`src/rtl/video_gen_pkg.sv`:
```
// video_gen_pkg: pattern-mode encoding, colour-bar table and colour expansion helper
package video_gen_pkg;
  typedef enum logic [1:0] {MODE_SOLID, MODE_BARS, MODE_CHECK, MODE_GRAD} mode_e;
  localparam int COLOR_W_MAX = 32;
  localparam logic [2:0] BAR_CODES [8] = '{3'b111, 3'b110, 3'b011, 3'b010, 3'b101, 3'b100, 3'b001, 3'b000};
  function automatic logic [3*COLOR_W_MAX-1:0] expand_code(input logic [2:0] code, input int w);
    logic [3*COLOR_W_MAX-1:0] res;
    res = '0;
    for (int i = 0; i < 3; i++)
      for (int b = 0; b < COLOR_W_MAX; b++)
        if (b < w) res[i*w+b] = code[i];
    return res;
  endfunction
endpackage

```
`src/rtl/video_timing_core.sv`:
```
// video_timing_core: pixel/line counters, sync and DE decode, frame strobes and colour-bar index
module video_timing_core #(
  parameter int H_ACTIVE = 640,
  parameter int H_FP = 16,
  parameter int H_SYNC = 96,
  parameter int H_BP = 48,
  parameter int V_ACTIVE = 480,
  parameter int V_FP = 10,
  parameter int V_SYNC = 2,
  parameter int V_BP = 33,
  parameter int CNT_W = 12
) (
  input  logic             clk,
  input  logic             rst,
  output logic [CNT_W-1:0] x_o,
  output logic [CNT_W-1:0] y_o,
  output logic             de_o,
  output logic             hs_o,
  output logic             vs_o,
  output logic             origin_o,
  output logic             eof_o,
  output logic [2:0]       bar_o
);
  localparam int H_TOT = H_ACTIVE + H_FP + H_SYNC + H_BP;
  localparam int V_TOT = V_ACTIVE + V_FP + V_SYNC + V_BP;
  localparam int BAR_W = H_ACTIVE / 8;
  logic [CNT_W-1:0] x_q, x_d, y_q, y_d, bpx_q, bpx_d;
  logic [2:0] bar_q, bar_d;
  logic x_end, y_end, bstep;
  // the last bar never advances, so it absorbs any H_ACTIVE remainder
  always_comb begin
    x_end = x_q == CNT_W'(H_TOT - 1);
    y_end = y_q == CNT_W'(V_TOT - 1);
    x_d = x_end ? '0 : x_q + CNT_W'(1);
    y_d = x_end ? (y_end ? '0 : y_q + CNT_W'(1)) : y_q;
    bstep = x_q < CNT_W'(H_ACTIVE) && bpx_q == CNT_W'(BAR_W - 1) && bar_q != 3'd7;
    bar_d = x_end ? '0 : bar_q + 3'(bstep);
    bpx_d = (x_end || bstep) ? '0 : bpx_q + CNT_W'(1);
  end
  always_ff @(posedge clk) begin
    if (rst) begin
      x_q <= '0;
      y_q <= '0;
      bpx_q <= '0;
      bar_q <= '0;
    end else begin
      x_q <= x_d;
      y_q <= y_d;
      bpx_q <= bpx_d;
      bar_q <= bar_d;
    end
  end
  assign x_o = x_q;
  assign y_o = y_q;
  assign bar_o = bar_q;
  assign de_o = x_q < CNT_W'(H_ACTIVE) && y_q < CNT_W'(V_ACTIVE);
  assign hs_o = x_q >= CNT_W'(H_ACTIVE + H_FP) && x_q < CNT_W'(H_ACTIVE + H_FP + H_SYNC);
  assign vs_o = y_q >= CNT_W'(V_ACTIVE + V_FP) && y_q < CNT_W'(V_ACTIVE + V_FP + V_SYNC);
  assign origin_o = x_q == '0 && y_q == '0;
  assign eof_o = x_end && y_end;
endmodule

```
`src/rtl/hdmi_video_gen.sv`:
```
// hdmi_video_gen: generic-timing HDMI parallel video source with selectable test patterns
module hdmi_video_gen
  import video_gen_pkg::*;
#(
  parameter int H_ACTIVE = 640,
  parameter int H_FP = 16,
  parameter int H_SYNC = 96,
  parameter int H_BP = 48,
  parameter int V_ACTIVE = 480,
  parameter int V_FP = 10,
  parameter int V_SYNC = 2,
  parameter int V_BP = 33,
  parameter bit H_SYNC_POL = 1'b0,
  parameter bit V_SYNC_POL = 1'b0,
  parameter int COLOR_W = 8,
  parameter int CNT_W = 12,
  parameter int CHECK_LOG2 = 5
) (
  input  logic                 CLK_PX,
  input  logic                 RST,
  input  logic [1:0]           MODE,
  input  logic [3*COLOR_W-1:0] SOLID_COLOR,
  output logic                 HDMI_CLK,
  output logic                 DE,
  output logic                 HSYNC,
  output logic                 VSYNC,
  output logic [COLOR_W-1:0]   RED,
  output logic [COLOR_W-1:0]   GREEN,
  output logic [COLOR_W-1:0]   BLUE,
  output logic [CNT_W-1:0]     PX_X,
  output logic [CNT_W-1:0]     PX_Y,
  output logic                 SOF,
  output logic [15:0]          FRAME_CNT
);
  localparam longint H_TOT = H_ACTIVE + H_FP + H_SYNC + H_BP;
  localparam longint V_TOT = V_ACTIVE + V_FP + V_SYNC + V_BP;
  if (H_ACTIVE == 0 || H_FP == 0 || H_SYNC == 0 || H_BP == 0 || V_ACTIVE == 0 || V_FP == 0 ||
      V_SYNC == 0 || V_BP == 0 || H_ACTIVE < 8 || COLOR_W < 1 || COLOR_W > CNT_W ||
      COLOR_W > COLOR_W_MAX || CHECK_LOG2 >= CNT_W || (64'd1 << CNT_W) < H_TOT ||
      (64'd1 << CNT_W) < V_TOT) begin : g_bad_params
    $error("hdmi_video_gen: invalid parameter set");
  end
  logic [CNT_W-1:0] x, y;
  logic de, hs, vs, origin, eof;
  logic [2:0] bar;
  video_timing_core #(
    .H_ACTIVE(H_ACTIVE), .H_FP(H_FP), .H_SYNC(H_SYNC), .H_BP(H_BP),
    .V_ACTIVE(V_ACTIVE), .V_FP(V_FP), .V_SYNC(V_SYNC), .V_BP(V_BP), .CNT_W(CNT_W)
  ) u_timing (
    .clk(CLK_PX), .rst(RST), .x_o(x), .y_o(y), .de_o(de), .hs_o(hs), .vs_o(vs),
    .origin_o(origin), .eof_o(eof), .bar_o(bar)
  );
  mode_e mode_q, mode_d;
  logic [3*COLOR_W-1:0] solid_q, solid_d, pat, rgb_q, rgb_d;
  logic [15:0] frame_q, frame_d;
  logic de_q, hs_q, vs_q, sof_q;
  logic [CNT_W-1:0] px_x_q, px_y_q;
  // at (0,0) the fresh inputs are used directly so the first pixel already reflects them
  always_comb begin
    mode_d = origin ? mode_e'(MODE) : mode_q;
    solid_d = origin ? SOLID_COLOR : solid_q;
    pat = mode_d == MODE_SOLID ? solid_d :
          mode_d == MODE_BARS  ? (3*COLOR_W)'(expand_code(BAR_CODES[bar], COLOR_W)) :
          mode_d == MODE_CHECK ? {3*COLOR_W{x[CHECK_LOG2] ^ y[CHECK_LOG2]}} :
                                 {COLOR_W'(x), COLOR_W'(y), COLOR_W'(frame_q)};
    rgb_d = de ? pat : '0;
    frame_d = eof ? frame_q + 16'd1 : frame_q;
  end
  always_ff @(posedge CLK_PX) begin
    if (RST) begin
      mode_q <= MODE_SOLID;
      solid_q <= '0;
      rgb_q <= '0;
      frame_q <= '0;
      de_q <= 1'b0;
      hs_q <= ~H_SYNC_POL;
      vs_q <= ~V_SYNC_POL;
      sof_q <= 1'b0;
      px_x_q <= '0;
      px_y_q <= '0;
    end else begin
      mode_q <= mode_d;
      solid_q <= solid_d;
      rgb_q <= rgb_d;
      frame_q <= frame_d;
      de_q <= de;
      hs_q <= hs ? H_SYNC_POL : ~H_SYNC_POL;
      vs_q <= vs ? V_SYNC_POL : ~V_SYNC_POL;
      sof_q <= origin;
      px_x_q <= x;
      px_y_q <= y;
    end
  end
  assign HDMI_CLK = CLK_PX;
  assign DE = de_q;
  assign HSYNC = hs_q;
  assign VSYNC = vs_q;
  assign {RED, GREEN, BLUE} = rgb_q;
  assign PX_X = px_x_q;
  assign PX_Y = px_y_q;
  assign SOF = sof_q;
  assign FRAME_CNT = frame_q;
endmodule

```
`config.mk`:
```
export PLATFORM = sky130hd
export DESIGN_NAME = hdmi_video_gen
export DESIGN_NICKNAME = d
export VERILOG_FILES = /design/src/rtl/video_gen_pkg.sv /design/src/rtl/video_timing_core.sv /design/src/rtl/hdmi_video_gen.sv
export SDC_FILE = /design/constraint.sdc
export NUM_CORES = 1
export LEC_CHECK = 0
export CAP_MARGIN = 5
export CORE_UTILIZATION = 50
export CTS_BUF_LIST = sky130_fd_sc_hd__clkbuf_16
export CTS_CLUSTER_SIZE = 30
export DETAILED_ROUTE_END_ITERATION = 8
export PLACE_DENSITY = 0.83
export SKIP_CTS_REPAIR_TIMING = 1
export SLEW_MARGIN = 30
export SYNTH_ARGS = -nofsm -noshare
export SYNTH_HDL_FRONTEND = slang
export SYNTH_SLANG_ARGS = --single-unit
```
`constraint.sdc`:
```
create_clock -name CLK_PX -period 3.1 [get_ports CLK_PX]
set_input_delay 0.62 -clock CLK_PX [delete_from_list [all_inputs] [get_ports CLK_PX]]
set_output_delay 0.62 -clock CLK_PX [all_outputs]
set_load 0.03 [all_outputs]
```
Word-level counts from Yosys, hierarchy flattened
Memories as Yosys holds them, arrays and structs flattened.
Cells that the tools add are included.
Word-level totals
  register bits after elaboration: 133
  bits in read-only memories: 24
  bits of input ports: 28
  output and inout port bits: 69
  word-level logic and storage cells: 60
  memories kept: 1
Memory list
  (no name shown): depth 8, width 3, rd ports 1, clocked after Yosys merged registers in 0, write ports 0, RTL line hdmi_video_gen.sv:63  | mode_d == MODE_BARS ? (3*COLOR_W)'(expand_code(BAR_CODES[bar], COLOR_W)) :
Operators by class
  $add $sub $neg: 5
  $lt $le $gt $ge: 7
  equal/unequal tests: 6
  muxes and demuxes: 10
  bitwise operators: 3
  reduce and logical (&&, ||, !) cells: 14
Operators with widths (count)
  2-to-1 mux 24 bit: 4
  adder 12 x 1 -> 12 bit, second input constant: 3
  == test 12 x 10 -> 1 bit, second input constant: 2
  logical NOT 12 bit: 2
  less-than comparator 12 x 10 -> 1 bit, second input constant: 2
  less-than comparator 12 x 9 -> 1 bit, second input constant: 2
  adder 16 x 1 -> 16 bit, second input constant: 1
  == test 12 x 7 -> 1 bit, second input constant: 1
  greater-or-equal comparator 12 x 10 -> 1 bit, second input constant: 1
  greater-or-equal comparator 12 x 9 -> 1 bit, second input constant: 1
  2-to-1 mux 12 bit: 1
  logical AND 1 bit: 7
  2-to-1 mux 3 bit: 2
  OR reduction 2 bit: 3
  greater-or-equal comparator 4 bit, second input constant: 1
  inverter 3 -> 4 bit: 1
  adder 3 x 1 -> 3 bit: 1
  inequality test 3 bit, second input constant: 1
  == test 2 x 1 -> 1 bit, second input constant: 1
  == test 2 bit, second input constant: 1
  logical NOT 2 bit: 1
  2-to-1 mux 1 bit: 2
  2-to-1 mux 2 bit: 1
  logical OR 1 bit: 1
  2 further kinds: 2

Longest topological paths before layout
Gate-level depths: netlist of the first run.
  depth after elaboration: 7
  mapped depth: 10
  depth with buffers taken out: 8

Cells and area by module
From an unflattened synthesis of the first run, not the netlist that was laid out.
Second synthesis, totals
  cells, all modules: 539
  area, all modules: 5325.1 um2
By module, submodules not included
  hdmi_video_gen: instances 1, cells an instance 319, area each 3390.8 um2, sequential area each 1881.8 um2
  video_timing_core: instances 1, cells an instance 220, area each 1934.4 um2, sequential area each 780.7 um2

==> results of run 1 <==
==> cells by family (layout without fill, tap and decap cells) <==
logic type / after synthesis / in the layout / synth area share
AND/OR/NAND/NOR: 299 / 299 / 0.2592
flip-flops: 133 / 133 / 0.4707
AO/OA/AOI/OAI: 109 / 109 / 0.1267
buffers and inverters: 58 / 152 / 0.04557
XOR/XNOR: 47 / 47 / 0.07277
adder cells (fa/ha/maj): 8 / 8 / 0.01770
multiplexers: 4 / 4 / 0.007299
==> through the flow <==
stage | util | area, sq um | std cells | power (W) | hold WS, ps
after floorplan | - | 5657 | 658 | 0.002294 | 413.2
after global placement | 0.6102 | 6673 | 859 | 0.002516 | 425.9
after detailed placement | 0.6102 | 6673 | 859 | 0.002528 | 445.2
after CTS | 0.6712 | 7340 | 892 | 0.004728 | 399.8
after global routing | 0.6712 | 7340 | 892 | 0.004874 | 423.1
final | 0.6712 | 7340 | 892 | 0.004716 | 406.3
==> layer usage <==
layer | wire length (um) | up-vias
met2 | 6919 | 209
met1 | 6411 | 2354
li1 | - | 2433
met5 | 0 | -
met3 | 1014 | 29
met4 | 227 | 0
==> worst paths after layout <==
kind / start / to / slack [ps]
min: RST / HSYNC / 410
max: CLK_PX / HDMI_CLK / 110
min reg2reg: solid_q[17] / solid_q[17] / 450
max reg2reg: u_timing.x_o[5] / rgb_q[11] / 300
==> critical path, cell delays in order <==
cell and delay, ps:
clkbuf_16 120, clkbuf_16 120, clkdlybuf4s50_1 580
==> state kept, by name (all words and copies together), names as in the netlist <==
| signal | count |
|---|---|
| HSYNC | 1 |
| VSYNC | 1 |
| mode_q | 2 |
| DE | 1 |
| PX_X | 12 |
| u_timing.x_o | 12 |
| SOF | 1 |
| u_timing.bpx_q | 12 |
| u_timing.y_o | 12 |
| FRAME_CNT | 16 |
| PX_Y | 12 |
| u_timing.bar_o | 3 |
| solid_q | 24 |
| rgb_q | 24 |
==> cells in the mapped netlist (10+ instances only) <==
cell type	instances	area, sq um
nand2_1	106	397.9
xnor2_1	30	262.8
nor2b_1	21	131.4
a32o_1	15	150.1
a211oi_1	14	105.1
nand3_1	20	100.1
nand4_1	14	87.58
nor3_1	13	65.06
clkbuf_1	36	135.1
a21oi_1	59	295.3
xor2_1	17	148.9
dfxtp_1	133	2663
nor2_1	71	266.5
inv_1	11	41.29
and3_1	10	62.56
nor4_1	11	68.82
==> power breakdown <==
part	leakage [nW]	switching, W	internal [W]
Combinational	1.30	0.000359	0.000238
Clock	0.341	0.000765	0.00151
Sequential	1.08	0.0000504	0.00180
==> layout by cell type (no fill, tap or decap), types with 7 or more instances in the layout <==
cell type        instances
inv_1                   12
ha_1                     8
nand2_1                106
nand3_1                 20
a32o_1                  15
clkdlybuf4s50_1         95
nor3_1                  13
clkbuf_16               20
a21oi_1                 59
nor4_1                  11
nand4_1                 14
nor2b_1                 21
xnor2_1                 30
xor2_1                  17
o32ai_1                  7
buf_4                   10
dfxtp_1                133
and3_1                  10
nor2_1                  70
a211oi_1                14
==> area by class of cell <==
| cell class | instances | area, sq um |
|---|---|---|
| clock buffers | 21 | 510.5 |
| clock inverters | 13 | 166.4 |
| fillers | 878 | 3596 |
| inverters | 12 | 45.04 |
| multi-input cells | 467 | 2739 |
| flip-flops and latches | 133 | 2663 |
| well taps | 140 | 175.2 |
| repair buffers | 106 | 1041 |
==> out/metrics.cfg, run 1 <==
[outcome]
status=completed

[placement]
preCtsSetupSlack_ps=351.9
io_buffers=96
gp_congestion=0.8528
place_hpwl_um=10220

[worst_setup_path]
rr_worst_depth=5
crit_fanout=2
crit_required_ps=2480
path_class=clk -> out
cp.arrival_ps=2370
crit_path_end_kind=output port
cp-start-kind=clock port

[floorplanning]
fp.coreArea_sq_um=10940
rows=38
die_area_sq_um=11740
initial_utilization=0.5173
die_w_um=108.4
ioPinCount=97
die_y_um=108.4

[clocking]
clk_pin_slew_worst_paths_ps=50
clk_latency_ps=530
cts_tree=done

[global_routing]
grt_antenna_before_repair=0
grt_pass1_wl_um=23400
top_usage_layer=met2
overflow=0
grt_use_met1=0.3434
grt_start_max_net_pins=75
grtUsageTotal=0.2629
met3_usage=0.07414
grt_use_met2=0.4126
grt_pass1_vias=4606

[drt]
drt-total-wl_um=14570
dr.pass1.iters=6
via_per_inst=5.633
drt-wirelength-per-cell_um=16.34
antenna_left=0
vias=5025
drc_errors=0
drt-initial-drc-count=326

[synth]
syn-num-nets=694
ys.flop_type=dfxtp_1
synth.avg_cell_area_sq_um=8.597
syn-instance-count=658
syn_area_sq_um=5657
ys_async_sr_fraction=0
synth-seq-cells=133
synth.distinct_cells=46
yosysWarnings=0
yosysSeqAreaShare=0.4707
synth-edff-count=0

[finish]
drive_above_1_share=0.07314
area_delta_synth_final_pct=29.75
nNetsFinal=777
diodes=0

[power_and_ir_drop]
ir_drop_mv=0.4045
p_leak_nw=2.726
p_per_area_nw_per_um2=642.6

[min_path]
min_path_cells=3
hold_path.class=in -> reg

[sta]
clock_skew_ps=7.576
hold_viol=0
slew_headroom=0.4147
tns_ps=0
setup_violations=0
worst_pin_slew_ps=878.0
rsz0062_at_grt=false
drv_slew=0
fin_ws_ps=109.8

[run]
drv_cap=0

No activity file was read; power rests on OpenSTA's default activity.
==> run 2, diff against run 1 <==
--- a/config.mk
+++ b/config.mk
@@ -8,7 +8,7 @@
 export CAP_MARGIN = 5
 export CORE_UTILIZATION = 50
 export CTS_BUF_LIST = sky130_fd_sc_hd__clkbuf_16
-export CTS_CLUSTER_SIZE = 30
+export CTS_CLUSTER_SIZE = 12
 export DETAILED_ROUTE_END_ITERATION = 8
 export PLACE_DENSITY = 0.83
 export SKIP_CTS_REPAIR_TIMING = 1
==> results of run 2 <==
No change in the layout: final DEF, timing and power equal those of run 1.
